<file path="config.mk">
export PLATFORM = sky130hd
export DESIGN_NAME = seg_scan_pwm
export DESIGN_NICKNAME = d
export VERILOG_FILES = /design/src/rtl/seg_scan_pwm.sv
export SDC_FILE = /design/constraint.sdc
export NUM_CORES = 1
export LEC_CHECK = 0
export ABC_CLOCK_PERIOD_IN_PS = 2800
export CORE_MARGIN = 10
export CORE_UTILIZATION = 53
export CTS_CLUSTER_DIAMETER = 80
export CTS_CLUSTER_SIZE = 24
export DETAILED_ROUTE_END_ITERATION = 8
export PLACE_DENSITY = 0.8
export RECOVER_POWER = 100
export SKIP_LAST_GASP = 1
export SLEW_MARGIN = 20
export SYNTH_ARGS = -nofsm -noshare
export SYNTH_HDL_FRONTEND = slang
export SYNTH_SLANG_ARGS = --single-unit
</file>
<file path="constraint.sdc">
create_clock -name clk -period 2.8 [get_ports clk]
set_input_delay 0.28 -clock clk [delete_from_list [all_inputs] [get_ports clk]]
set_output_delay 0.28 -clock clk [all_outputs]
set_load 0.02 [all_outputs]
</file>
<file path="src/rtl/seg_scan_pwm.sv">
// N-digit multiplexed 7-segment scanner with PWM brightness, blanking and dead time.
// Optional blink support is compiled in with `define SEG_BLINK_EN.
`timescale 1ns/1ps

module seg_scan_pwm #(
    parameter int DIGITS       = 8,
    parameter int SUB_CYC      = 390,
    parameter int DEAD_CYCLES  = 4,
    parameter int BLINK_FRAMES = 250
) (
    input  logic                  clk,
    input  logic                  reset_n,
    input  logic [4*DIGITS-1:0]   digits_bcd,
    input  logic [DIGITS-1:0]     point,
    input  logic [DIGITS-1:0]     blank_mask,
    input  logic [DIGITS-1:0]     blink_mask,
    input  logic [3:0]            brightness,
    output logic [7:0]            seg,
    output logic [DIGITS-1:0]     an,
    output logic                  frame_done
);

    localparam int SC_W = (SUB_CYC > 1) ? $clog2(SUB_CYC) : 1;
    localparam int DG_W = (DIGITS > 1) ? $clog2(DIGITS) : 1;

    localparam logic [SC_W-1:0] SC_LAST = SC_W'(SUB_CYC - 1);
    localparam logic [SC_W-1:0] SC_DEAD = SC_W'(DEAD_CYCLES);
    localparam logic [DG_W-1:0] DG_LAST = DG_W'(DIGITS - 1);

    logic [SC_W-1:0]     sub_cnt_q, sub_cnt_d;
    logic [3:0]          sub_idx_q, sub_idx_d;
    logic [DG_W-1:0]     digit_q, digit_d;
    logic                first_q, first_d;

    logic [4*DIGITS-1:0] dig_sh_q, dig_sh_d;
    logic [DIGITS-1:0]   pt_sh_q, pt_sh_d;
    logic [DIGITS-1:0]   blank_sh_q, blank_sh_d;
    logic [DIGITS-1:0]   blink_sh_q, blink_sh_d;
    logic [3:0]          br_sh_q, br_sh_d;

    logic [7:0]          seg_q, seg_d;
    logic [DIGITS-1:0]   an_q, an_d;

    logic                frame_end;
    logic                load;
    logic                dead_zone;
    logic                blink_phase;
    logic                blink_off;
    logic                en;
    logic [3:0]          nib;

    function automatic logic [6:0] dec7(input logic [3:0] v);
        logic [6:0] r;
        unique case (v)
            4'h0: r = 7'h3F;
            4'h1: r = 7'h06;
            4'h2: r = 7'h5B;
            4'h3: r = 7'h4F;
            4'h4: r = 7'h66;
            4'h5: r = 7'h6D;
            4'h6: r = 7'h7D;
            4'h7: r = 7'h07;
            4'h8: r = 7'h7F;
            4'h9: r = 7'h6F;
            4'hA: r = 7'h77;
            4'hB: r = 7'h7C;
            4'hC: r = 7'h39;
            4'hD: r = 7'h5E;
            4'hE: r = 7'h79;
            4'hF: r = 7'h71;
        endcase
        return r;
    endfunction

    assign frame_end = (sub_cnt_q == SC_LAST) && (sub_idx_q == 4'hF)
                    && (digit_q == DG_LAST);
    assign load      = frame_end || first_q;

    always_comb begin
        sub_cnt_d = sub_cnt_q + SC_W'(1);
        sub_idx_d = sub_idx_q;
        digit_d   = digit_q;
        first_d   = 1'b0;
        if (sub_cnt_q == SC_LAST) begin
            sub_cnt_d = '0;
            sub_idx_d = sub_idx_q + 4'd1;
            if (sub_idx_q == 4'hF) begin
                digit_d = (digit_q == DG_LAST) ? '0 : digit_q + DG_W'(1);
            end
        end
    end

    always_comb begin
        dig_sh_d   = dig_sh_q;
        pt_sh_d    = pt_sh_q;
        blank_sh_d = blank_sh_q;
        blink_sh_d = blink_sh_q;
        br_sh_d    = br_sh_q;
        if (load) begin
            dig_sh_d   = digits_bcd;
            pt_sh_d    = point;
            blank_sh_d = blank_mask;
            blink_sh_d = blink_mask;
            br_sh_d    = brightness;
        end
    end

`ifdef SEG_BLINK_EN
    localparam int BL_W = (BLINK_FRAMES > 1) ? $clog2(BLINK_FRAMES) : 1;
    localparam logic [BL_W-1:0] BL_LAST = BL_W'(BLINK_FRAMES - 1);

    logic [BL_W-1:0] blink_cnt_q, blink_cnt_d;
    logic            blink_phase_q, blink_phase_d;

    always_comb begin
        blink_cnt_d   = blink_cnt_q;
        blink_phase_d = blink_phase_q;
        if (frame_end) begin
            if (blink_cnt_q == BL_LAST) begin
                blink_cnt_d   = '0;
                blink_phase_d = ~blink_phase_q;
            end else begin
                blink_cnt_d   = blink_cnt_q + BL_W'(1);
            end
        end
    end

    always_ff @(posedge clk or negedge reset_n) begin
        if (!reset_n) begin
            blink_cnt_q   <= '0;
            blink_phase_q <= 1'b0;
        end else begin
            blink_cnt_q   <= blink_cnt_d;
            blink_phase_q <= blink_phase_d;
        end
    end

    assign blink_phase = blink_phase_q;
`else
    assign blink_phase = 1'b0;
`endif

    // Dead time lives entirely inside sub-period 0 because DEAD_CYCLES < SUB_CYC.
    assign dead_zone = (sub_idx_q == 4'd0) && (sub_cnt_q < SC_DEAD);
    assign blink_off = blink_phase & blink_sh_q[digit_q];

    always_comb begin
        nib = 4'h0;
        for (int i = 0; i < DIGITS; i++) begin
            if (digit_q == DG_W'(i)) begin
                nib = dig_sh_q[4*i +: 4];
            end
        end
    end

    assign en = !dead_zone && (sub_idx_q <= br_sh_q)
             && !blank_sh_q[digit_q] && !blink_off;

    always_comb begin
        an_d  = '1;
        seg_d = 8'hFF;
        if (en) begin
            an_d[digit_q] = 1'b0;
            seg_d         = ~{pt_sh_q[digit_q], dec7(nib)};
        end
    end

    always_ff @(posedge clk or negedge reset_n) begin
        if (!reset_n) begin
            sub_cnt_q  <= '0;
            sub_idx_q  <= '0;
            digit_q    <= '0;
            first_q    <= 1'b1;
            dig_sh_q   <= '0;
            pt_sh_q    <= '0;
            blank_sh_q <= '0;
            blink_sh_q <= '0;
            br_sh_q    <= '0;
            seg_q      <= 8'hFF;
            an_q       <= '1;
        end else begin
            sub_cnt_q  <= sub_cnt_d;
            sub_idx_q  <= sub_idx_d;
            digit_q    <= digit_d;
            first_q    <= first_d;
            dig_sh_q   <= dig_sh_d;
            pt_sh_q    <= pt_sh_d;
            blank_sh_q <= blank_sh_d;
            blink_sh_q <= blink_sh_d;
            br_sh_q    <= br_sh_d;
            seg_q      <= seg_d;
            an_q       <= an_d;
        end
    end

    assign seg        = seg_q;
    assign an         = an_q;
    assign frame_done = frame_end;

endmodule

</file>
* Yosys cells after proc, flatten, opt, wreduce, memory -nomap -nowiden
Memories as Yosys holds them, arrays and structs flattened.
Index checks and enable logic that the tools add are counted.
** Operators by class
- Add/subtract/negate cells :: 3
- $mul :: 0
- Div/mod/pow operators :: 0
- Order comparisons :: 4
- Equal/unequal tests :: 9
- Shift-type cells :: 0
- Muxes and demuxes :: 19
- Bitwise operators :: 2
- Reductions and logical operators :: 12
** Operators by type and width (count)
- $mux W4 :: 8
- $mux W8 :: 2
- $not A8 Y8 :: 2
- $eq A3 B3 Y1 const B :: 4
- $add A9 B1 Y9 const B :: 1
- $eq A9 B9 Y1 const B :: 1
- $lt A9 B3 Y1 const B :: 1
- $mux W9 :: 1
- $mux W7 :: 1
- $bmux W1 S3 :: 2
- $eq A3 B2 Y1 const B :: 2
- $logic_and A1 B1 Y1 :: 6
- $add A4 B1 Y4 const B :: 1
- $eq A4 B4 Y1 const B :: 1
- $le A4 B4 Y1 :: 1
- $logic_not A4 Y1 :: 1
- $lt A3 B4 Y1 const B :: 1
- $add A3 B1 Y3 const B :: 1
- $demux W1 S3 :: 1
- $eq A3 B1 Y1 const B :: 1
- $ge A3 B1 Y1 const B :: 1
- $logic_not A3 Y1 :: 1
- $mux W1 :: 3
- $mux W3 :: 1
- 3 further kinds :: 4
** Storage, ports and cells
- Flip-flop bits (word level) :: 85
- Latch bits :: 0
- Memory bits (writable) :: 0
- ROM bits :: 112
- Bits of input ports :: 62
- Output and inout port bits :: 17
- Word-level logic and storage cells :: 60
- Memories kept :: 1
** Memories
- (no name shown) :: depth 16, bits a word 7, rd ports 1, clocked after Yosys merged registers in 0, wr ports 0, RTL line 54 : unique case (v)

* Depth between registers and ports, before layout
Gate-level depths: netlist of the first run.
An unclocked memory read counts as a cell.
- Word-level depth :: 13
- Gate-level depth with buffers :: 15
- Gate-level depth less buffers :: 13

* Worst setup path after synthesis of the first run
Ideal clock, no wire load.
- Kind :: reg2reg
- From :: register digit_q[0]
- To :: register seg_q[3], in the netlist seg[3]
- Library setup time :: 89 ps
- Data arrival time :: 2475 ps
- Data required time :: 2711 ps
- Path slack :: 235 ps
- Stages on the path, launching flop included :: 16
- Buffers on the path :: 2
- Clock period less this slack :: 2565 ps
- Cells stage by stage :: dfrtp_1 > buf_6 > inv_1 > ha_1 > buf_2 > nand2b_1 > o211ai_1 > a32oi_1 > o31a_1 > and2_1 > inv_1 > ha_1 > inv_1 > a21oi_1 > a2111oi_2 > a31oi_1
** Between the ends
- Word-level cells in the longest chain between the ends :: 13
- Elaborated cells between the ends (all ways) :: 24
- Those cells by class :: eq/ne: 7; mux: 12; bitwise: 1; reduce/logical: 3; memory: 1
** Ends and longest elaborated chain
- from (decl) :: RTL line 32 : logic [DG_W-1:0] digit_q, digit_d;
- from (signal assigned) :: RTL line 184 : digit_q <= digit_d;
- $logic_not A3 Y1 :: RTL line 150 : if (digit_q == DG_W'(i)) begin
- $mux W4 (8 in a row) :: RTL line 150
- $mem_v2 Z16 W7
- $mux W7 :: RTL line 162 : if (en) begin
- $not A8 Y8 :: RTL line 164 : seg_d = ~{pt_sh_q[digit_q], dec7(nib)};
- $mux W8 (*) :: RTL line 162
- via seg_d[3] :: RTL line 41 : logic [7:0] seg_q, seg_d;
- to (signal assigned) :: RTL line 191 : seg_q <= seg_d;
- to (decl) :: RTL line 41
The timed path passes the listed nets; every way through them passes the cells marked *. The select of a mux whose other input is x is not followed.
A chain may end at the register's enable or synchronous reset.

* Final worst setup path of the first run
Ends and elaborated chain as after synthesis.

==> impl_metrics.env, run 1 <==
export IMPL_clk_insertion_delay_late_ps=370
export IMPL_hp_start="digits_bcd[17]"
export IMPL_wire_length_of_the_first_global_routing_pass_um=16050
export IMPL_clk_pin_slew_worst_paths_ps=90
export IMPL_synth_top_cell_by_area="sky130_fd_sc_hd__dfrtp_1"
export IMPL_die_x_um=112.4
export IMPL_synth_seq_cells=85
export IMPL_synth_yosys_seq_area_share=0.4751
export IMPL_route_detailed_wl_per_inst_um=17.57
export IMPL_cts_root_buf="sky130_fd_sc_hd__clkbuf_8"
export IMPL_detail_route_first_pass_iterations=4
export IMPL_wirelength_um=9736
export IMPL_nFillCells=661
export IMPL_critPathRequiredTime_ps=3060
export IMPL_dpl_cell_count=535
export IMPL_max_slew_worst_pin_slew_ps=2077
export IMPL_diodes=0
export IMPL_failed_checks="capacitance limit, slew limit"
export IMPL_via_per_inst=5.551
export IMPL_rr_startpoint="digit_q[0]"
export IMPL_yosysTopAreaCellShare=0.3763
export IMPL_tns_ps=0
export IMPL_cts_made_buffers=9
export IMPL_overall_power_mw=2.649
export IMPL_tritoncts_num_sinks=85
export IMPL_slew_headroom=-0.3845
export IMPL_yosys_top_cells_area="sky130_fd_sc_hd__dfrtp_1 38%, sky130_fd_sc_hd__mux2_4 17%, sky130_fd_sc_hd__dfstp_2 9.9%"
export IMPL_cts_tree="done"
export IMPL_timing_final_crit_period_ps=2724
export IMPL_gr_usage_all_layers=0.1528
export IMPL_finalMaxSlewViolations=86
export IMPL_setup_worst_path_start_class="flip-flop"
export IMPL_placementRows=33
export IMPL_drt_antenna_violating_nets=0
export IMPL_grt_max_degree=86
export IMPL_stdcell_count=554
export IMPL_final_instance_area_um2=5470
export IMPL_sum_of_net_half_perimeters_after_detailed_placement_um=7037
export IMPL_syn_nets=445
export IMPL_synth_most_common_cell="sky130_fd_sc_hd__dfrtp_1"
export IMPL_netlist_cell_type_count=67
export IMPL_final_layout_size_suffix_gt1_frac=0.2383
export IMPL_core_area_um2=8258
export IMPL_post_synth_instance_area_um2=4522
export IMPL_start_util=0.5476
export IMPL_synth_top_cells_by_count="68 x sky130_fd_sc_hd__dfrtp_1, 50 x sky130_fd_sc_hd__mux2_4, 21 x sky130_fd_sc_hd__inv_1, 21 x sky130_fd_sc_hd__nand2_1, 20 x sky130_fd_sc_hd__ha_1"
export IMPL_detailroute_via_count=3075
export IMPL_globalRoute_totalOverflow=0
export IMPL_setup_viol_count_final=0
export IMPL_area_growth_synth_to_final_pct=20.97
export IMPL_maximum_level_of_the_cts_h_tree=3
export IMPL_rsz0062_at_grt="yes"
export IMPL_netlist_instances=363
export IMPL_startpoint="digit_q[0]"
export IMPL_clock_skew_final_ps=14.44
export IMPL_cap_violations=1
export IMPL_initialDrtViolationCount=154
export IMPL_fmax_mhz=367.1
export IMPL_asyncSetResetFlopFracSynth=1.000
export IMPL_critPathArrivalTime_ps=2990
export IMPL_detail_route_drc_violations=0
export IMPL_criticalPathCategory="reg2reg"
export IMPL_hold_violations=0
export IMPL_power_density_cell_area_nw_per_um2=484.3
export IMPL_worst_ir_drop_vdd_mv=0.3242
export IMPL_setup_ws_ps=75.90
export IMPL_detailed_place_area_um2=5336
export IMPL_number_of_nets_in_the_final_layout=526
export IMPL_antenna_found_initial=0
export IMPL_max_clock_path_buffers=2
export IMPL_synth_enable_flop_cells=0
export IMPL_final_critical_path_share_of_the_clock_period=0.9729
export IMPL_chipHeight_um=112.4
export IMPL_port_buffer_count=70
export IMPL_syn_mean_instance_area_um2=12.46
export IMPL_die_area_um2=12630
export IMPL_first_global_vias=3176
export IMPL_place_congestion=0.8131
export IMPL_crit_fanout=7
export IMPL_synthFlopType="sky130_fd_sc_hd__dfrtp_1"
export IMPL_ioPinCount=79
export IMPL_worstSetupEndpointType="flip-flop"
export IMPL_power_leakage_nw=2.338
export IMPL_status="finished, violations left"
export IMPL_dp_worst_setup_slack_ps=-92.49
export IMPL_worstHoldPathType="in2reg"
export IMPL_yosysWarningCount=0
## final timing paths
kind | endpoint | slack [ps] | cells after the start
worst max register to register | seg[3] | 80 | 12
worst max-delay path | seg[3] | 80 | 12
worst min-delay path | dig_sh_q[17] | 500 | 2
min in group asynchronous | dig_sh_q[1] | 510 | 1
max in group asynchronous | sub_idx_q[0] | 1080 | 1
worst min register to register | dig_sh_q[3] | 500 | 1
## critical path, cell delays in order, from the launching register on
cell and delay, ps:
sky130_fd_sc_hd__dfrtp_1 430, sky130_fd_sc_hd__ha_1 250, sky130_fd_sc_hd__ha_2 210, sky130_fd_sc_hd__buf_4 170
sky130_fd_sc_hd__a211oi_1 220, sky130_fd_sc_hd__nor3_1 100, sky130_fd_sc_hd__o22ai_1 270, sky130_fd_sc_hd__o21ai_2 160
sky130_fd_sc_hd__ha_1 200, sky130_fd_sc_hd__inv_1 70, sky130_fd_sc_hd__a21oi_1 60, sky130_fd_sc_hd__a2111oi_2 360
sky130_fd_sc_hd__a31oi_1 100
## where the power goes
| part | switching [mW] | internal [mW] | leakage, nW |
|---|---|---|---|
| clock network | 0.458 | 0.378 | 0.0926 |
| logic | 0.186 | 0.235 | 1.25 |
| registers | 0.0540 | 1.34 | 0.994 |
## state kept, by name, indices dropped and copies added (netlist names), 4 cells and up
signal,count
dig_sh_q,32
sub_cnt_q,9
an,8
blank_sh_q,8
pt_sh_q,8
seg,8
br_sh_q,4
sub_idx_q,4
## kinds of logic after synthesis
| family | count (synthesis) | synth area share |
|---|---|---|
| flops | 85 | 0.4751 |
| simple gates | 83 | 0.1015 |
| compound gates | 68 | 0.1157 |
| mux | 56 | 0.1829 |
| buf+inv | 40 | 0.04925 |
| fa+ha+maj | 20 | 0.05534 |
| xor+xnor | 10 | 0.01937 |
| other cells | 1 | 0.0008293 |
## timing repair
action,in CTS,in global routing
gates resized for setup,4,9
endpoints found under the setup margin,3,6
hold endpoints to repair,0,0
buffers inserted,0,3
hold buffers,0,0
pin swaps,0,2
## per-layer routing
layer	up-vias	track usage	share of wire
met1	1510	0.1952	0.44
met2	93	0.2430	0.49
met5	-	0	0
met3	12	0.05378	0.060
met4	0	0.03553	0.0086
li1	1460	-	-
## per-stage QoR
stage | hold slack [ps] | util
after floorplan | -15.59 | -
final | 499.8 | 0.6624
after detailed placement | 494.0 | 0.6462
after global placement | 492.6 | 0.6462
after global routing | 500.8 | 0.6624
after CTS | 140.3 | 0.6708
## cell usage in the layout, fill, tap and decap left out, types with 9 or more instances in the layout
master and instances:
sky130_fd_sc_hd__dfrtp_1 68, sky130_fd_sc_hd__nor3_1 9, sky130_fd_sc_hd__ha_1 15, sky130_fd_sc_hd__nand2_1 21, sky130_fd_sc_hd__a21oi_1 14, sky130_fd_sc_hd__mux2_4 27, sky130_fd_sc_hd__inv_1 20, sky130_fd_sc_hd__dlygate4sd3_1 16
sky130_fd_sc_hd__nor2_1 16, sky130_fd_sc_hd__clkbuf_8 11, sky130_fd_sc_hd__dfstp_2 17, sky130_fd_sc_hd__buf_4 17, sky130_fd_sc_hd__mux2_1 23, sky130_fd_sc_hd__clkdlybuf4s50_1 52
## final cells by class
type / count / area, um^2 / area share
flip-flops and latches: 85 / 2148 / 0.3927
inverters: 22 / 82.58 / 0.01510
clock inverters: 5 / 41.29 / 0.007548
repair buffers: 88 / 833.3 / 0.1523
multi-input cells: 238 / 2082 / 0.3806
clock buffers: 11 / 151.4 / 0.02768
well taps: 105 / 131.4 / 0.02402
Note: power is estimated with default switching activity, not from simulation.
==> run 2: changes to the inputs <==
--- a/config.mk
+++ b/config.mk
@@ -7,11 +7,11 @@
 export LEC_CHECK = 0
 export ABC_CLOCK_PERIOD_IN_PS = 2800
 export CORE_MARGIN = 10
-export CORE_UTILIZATION = 53
+export CORE_UTILIZATION = 45
 export CTS_CLUSTER_DIAMETER = 80
 export CTS_CLUSTER_SIZE = 24
 export DETAILED_ROUTE_END_ITERATION = 8
-export PLACE_DENSITY = 0.8
+export PLACE_DENSITY = 0.7
 export RECOVER_POWER = 100
 export SKIP_LAST_GASP = 1
 export SLEW_MARGIN = 20
==> impl_metrics.env, run 2 (synthesized netlist as in run 1, its figures left out) <==
export IMPL_status="finished, violations left"
export IMPL_failed_checks="capacitance limit, slew limit"
export IMPL_finalMaxSlewViolations=86
export IMPL_fmax_mhz=381.1
export IMPL_cts_root_buf="sky130_fd_sc_hd__clkbuf_8"
export IMPL_die_x_um=120.2
export IMPL_globalRoute_totalOverflow=0
export IMPL_worstHoldEndpoint="pt_sh_q[7]"
export IMPL_detailed_place_area_um2=5356
export IMPL_area_growth_synth_to_final_pct=18.57
export IMPL_reg2regPathDepth=13
export IMPL_wirelength_um=9771
export IMPL_final_instance_area_um2=5361
export IMPL_worstHoldPathType="reg2reg"
export IMPL_initialDrtViolationCount=152
export IMPL_pwr_share_clk=0.322
export IMPL_via_per_inst=5.271
export IMPL_largest_registers="dig_sh_q x32, sub_cnt_q x9"
export IMPL_final_cell_mix="68 x sky130_fd_sc_hd__dfrtp_1, 52 x sky130_fd_sc_hd__clkdlybuf4s50_1, 47 x sky130_fd_sc_hd__mux2_1, 21 x sky130_fd_sc_hd__inv_1, 21 x sky130_fd_sc_hd__nand2_1"
export IMPL_stdcell_count=579
export IMPL_clk_insertion_delay_late_ps=350
export IMPL_worstSetupEndpointType="flip-flop"
export IMPL_die_area_um2=14460
export IMPL_max_slew_worst_pin_slew_ps=2073
export IMPL_critPathRequiredTime_ps=3060
export IMPL_route_detailed_wl_per_inst_um=16.88
export IMPL_rr_startpoint="digit_q[0]"
export IMPL_ioPinCount=79
export IMPL_clock_skew_final_ps=13.25
export IMPL_detail_route_drc_violations=0
export IMPL_placementRows=36
export IMPL_port_buffer_count=70
export IMPL_detailroute_via_count=3052
export IMPL_grt_max_degree=86
export IMPL_max_flop_register="dig_sh_q"
export IMPL_setup_worst_path_start_class="flip-flop"
export IMPL_power_switching_fraction=0.2481
export IMPL_sum_of_net_half_perimeters_after_detailed_placement_um=7162
export IMPL_slew_headroom=-0.3820
export IMPL_postLayoutCoreUtil=0.5485
export IMPL_start_util=0.4626
export IMPL_wire_length_of_the_first_global_routing_pass_um=16870
export IMPL_diodes=0
export IMPL_cts_tree="done"
export IMPL_number_of_nets_in_the_final_layout=523
export IMPL_pwr_share_comb=0.148
export IMPL_p_seq_frac=0.530
export IMPL_hold_violations=0
export IMPL_crit_fanout=7
export IMPL_tritoncts_num_sinks=85
export IMPL_antenna_found_initial=0
export IMPL_final_layout_size_suffix_gt1_frac=0.1682
export IMPL_holdPathStages=1
export IMPL_overall_power_mw=2.629
export IMPL_final_critical_path_share_of_the_clock_period=0.9372
export IMPL_hp_start="pt_sh_q[7]"
export IMPL_core_area_um2=9774
export IMPL_worst_ir_drop_vdd_mv=0.2272
export IMPL_clk_pin_slew_worst_paths_ps=80
export IMPL_drt_antenna_violating_nets=0
export IMPL_critical_path_reg2reg_endpoint="seg[3]"
export IMPL_maximum_level_of_the_cts_h_tree=3
export IMPL_critPathArrivalTime_ps=2880
export IMPL_setup_viol_count_final=0
export IMPL_criticalPathCategory="reg2reg"
export IMPL_power_density_cell_area_nw_per_um2=490.3
export IMPL_first_global_vias=3382
export IMPL_timing_final_crit_period_ps=2624
export IMPL_p_int_mw=1.977
export IMPL_power_leakage_nw=2.178
export IMPL_max_clock_path_buffers=2
export IMPL_place_congestion=0.9514
export IMPL_power_switching_mw=0.6523
export IMPL_cts_made_buffers=9
export IMPL_layout_commonest_cell="sky130_fd_sc_hd__dfrtp_1"
export IMPL_reg2reg_setup_slack_ps=180
export IMPL_cap_violations=1
export IMPL_gr_usage_all_layers=0.1416
export IMPL_dpl_cell_count=561
export IMPL_detail_route_first_pass_iterations=4
export IMPL_chipHeight_um=120.2
export IMPL_largest_reg_flops=32
==> run 2: what timing repair did <==
| item | 4_1_cts | 5_1_grt |
|---|---|---|
| setup endpoints to repair | 0 | 8 |
| hold buffers | 0 | 0 |
| resized for setup | 0 | 10 |
| buffers inserted | 0 | 2 |
==> run 2: power by group through the flow <==
stage | clock, mW | combinational [mW] | sequential, mW
after floorplan | 0 | 0.256 | 1.43
after global placement | 0 | 0.449 | 1.42
after detailed placement | 0 | 0.460 | 1.42
after CTS | 0.870 | 0.466 | 1.40
after global routing | 0.934 | 0.426 | 1.41
final | 0.847 | 0.389 | 1.39
==> run 2: layout make-up <==
cell class / count / area, um^2
clock buffer: 12 / 145.1
clock inverter: 4 / 47.55
fill: 860 / 4413
inverter: 22 / 82.58
multi-input combinational: 238 / 1983
sequential: 85 / 2148
tap: 133 / 166.4
timing repair buffer: 85 / 788.3
==> run 2: stage by stage <==
| stage | setup TNS, ps | hold WS [ps] | setup slack (ps) |
|---|---|---|---|
| 6_report | 0 | 492.7 | 175.9 |
| 5_1_grt | -2.968 | 499.5 | -2.968 |
| 4_1_cts | 0 | 151.7 | 24.13 |
| 3_5_place_dp | 0 | 489.0 | 54.58 |
| 3_3_place_gp | 0 | 493.9 | 140.9 |
| 2_1_floorplan | 0 | -15.59 | 235.3 |
==> run 2: critical path, stage by stage (launching register included) <==
cell and delay [ps]:
sky130_fd_sc_hd__dfrtp_1 410, sky130_fd_sc_hd__ha_1 230, sky130_fd_sc_hd__ha_2 220, sky130_fd_sc_hd__nand2b_1 130, sky130_fd_sc_hd__o21ai_0 100, sky130_fd_sc_hd__a32oi_1 230, sky130_fd_sc_hd__o31a_1 180, sky130_fd_sc_hd__and2_2 210
sky130_fd_sc_hd__inv_1 70, sky130_fd_sc_hd__ha_1 190, sky130_fd_sc_hd__inv_1 100, sky130_fd_sc_hd__a21oi_1 60, sky130_fd_sc_hd__a2111oi_2 330, sky130_fd_sc_hd__a31oi_1 70
==> run 2: how the worst max path moves through the flow <==
| stage | from | endpoint | slack [ps] |
|---|---|---|---|
| after CTS | digit_q[0] | seg[3] | 20 |
| after detailed placement | digit_q[0] | seg[3] | 50 |
| after floorplan | digit_q[0] | seg[3] | 240 |
| after global placement | digit_q[0] | seg[3] | 140 |
| final | digit_q[0] | seg[3] | 180 |
| after global routing | digit_q[0] | seg[3] | -3 |
==> run 2: metal layers <==
metal	vias up	track usage	part of all wire
met4	0	0.03620	0.0093
met2	74	0.2390	0.50
met3	10	0.04235	0.047
li1	1454	-	-
met5	-	0	0
met1	1514	0.1735	0.45
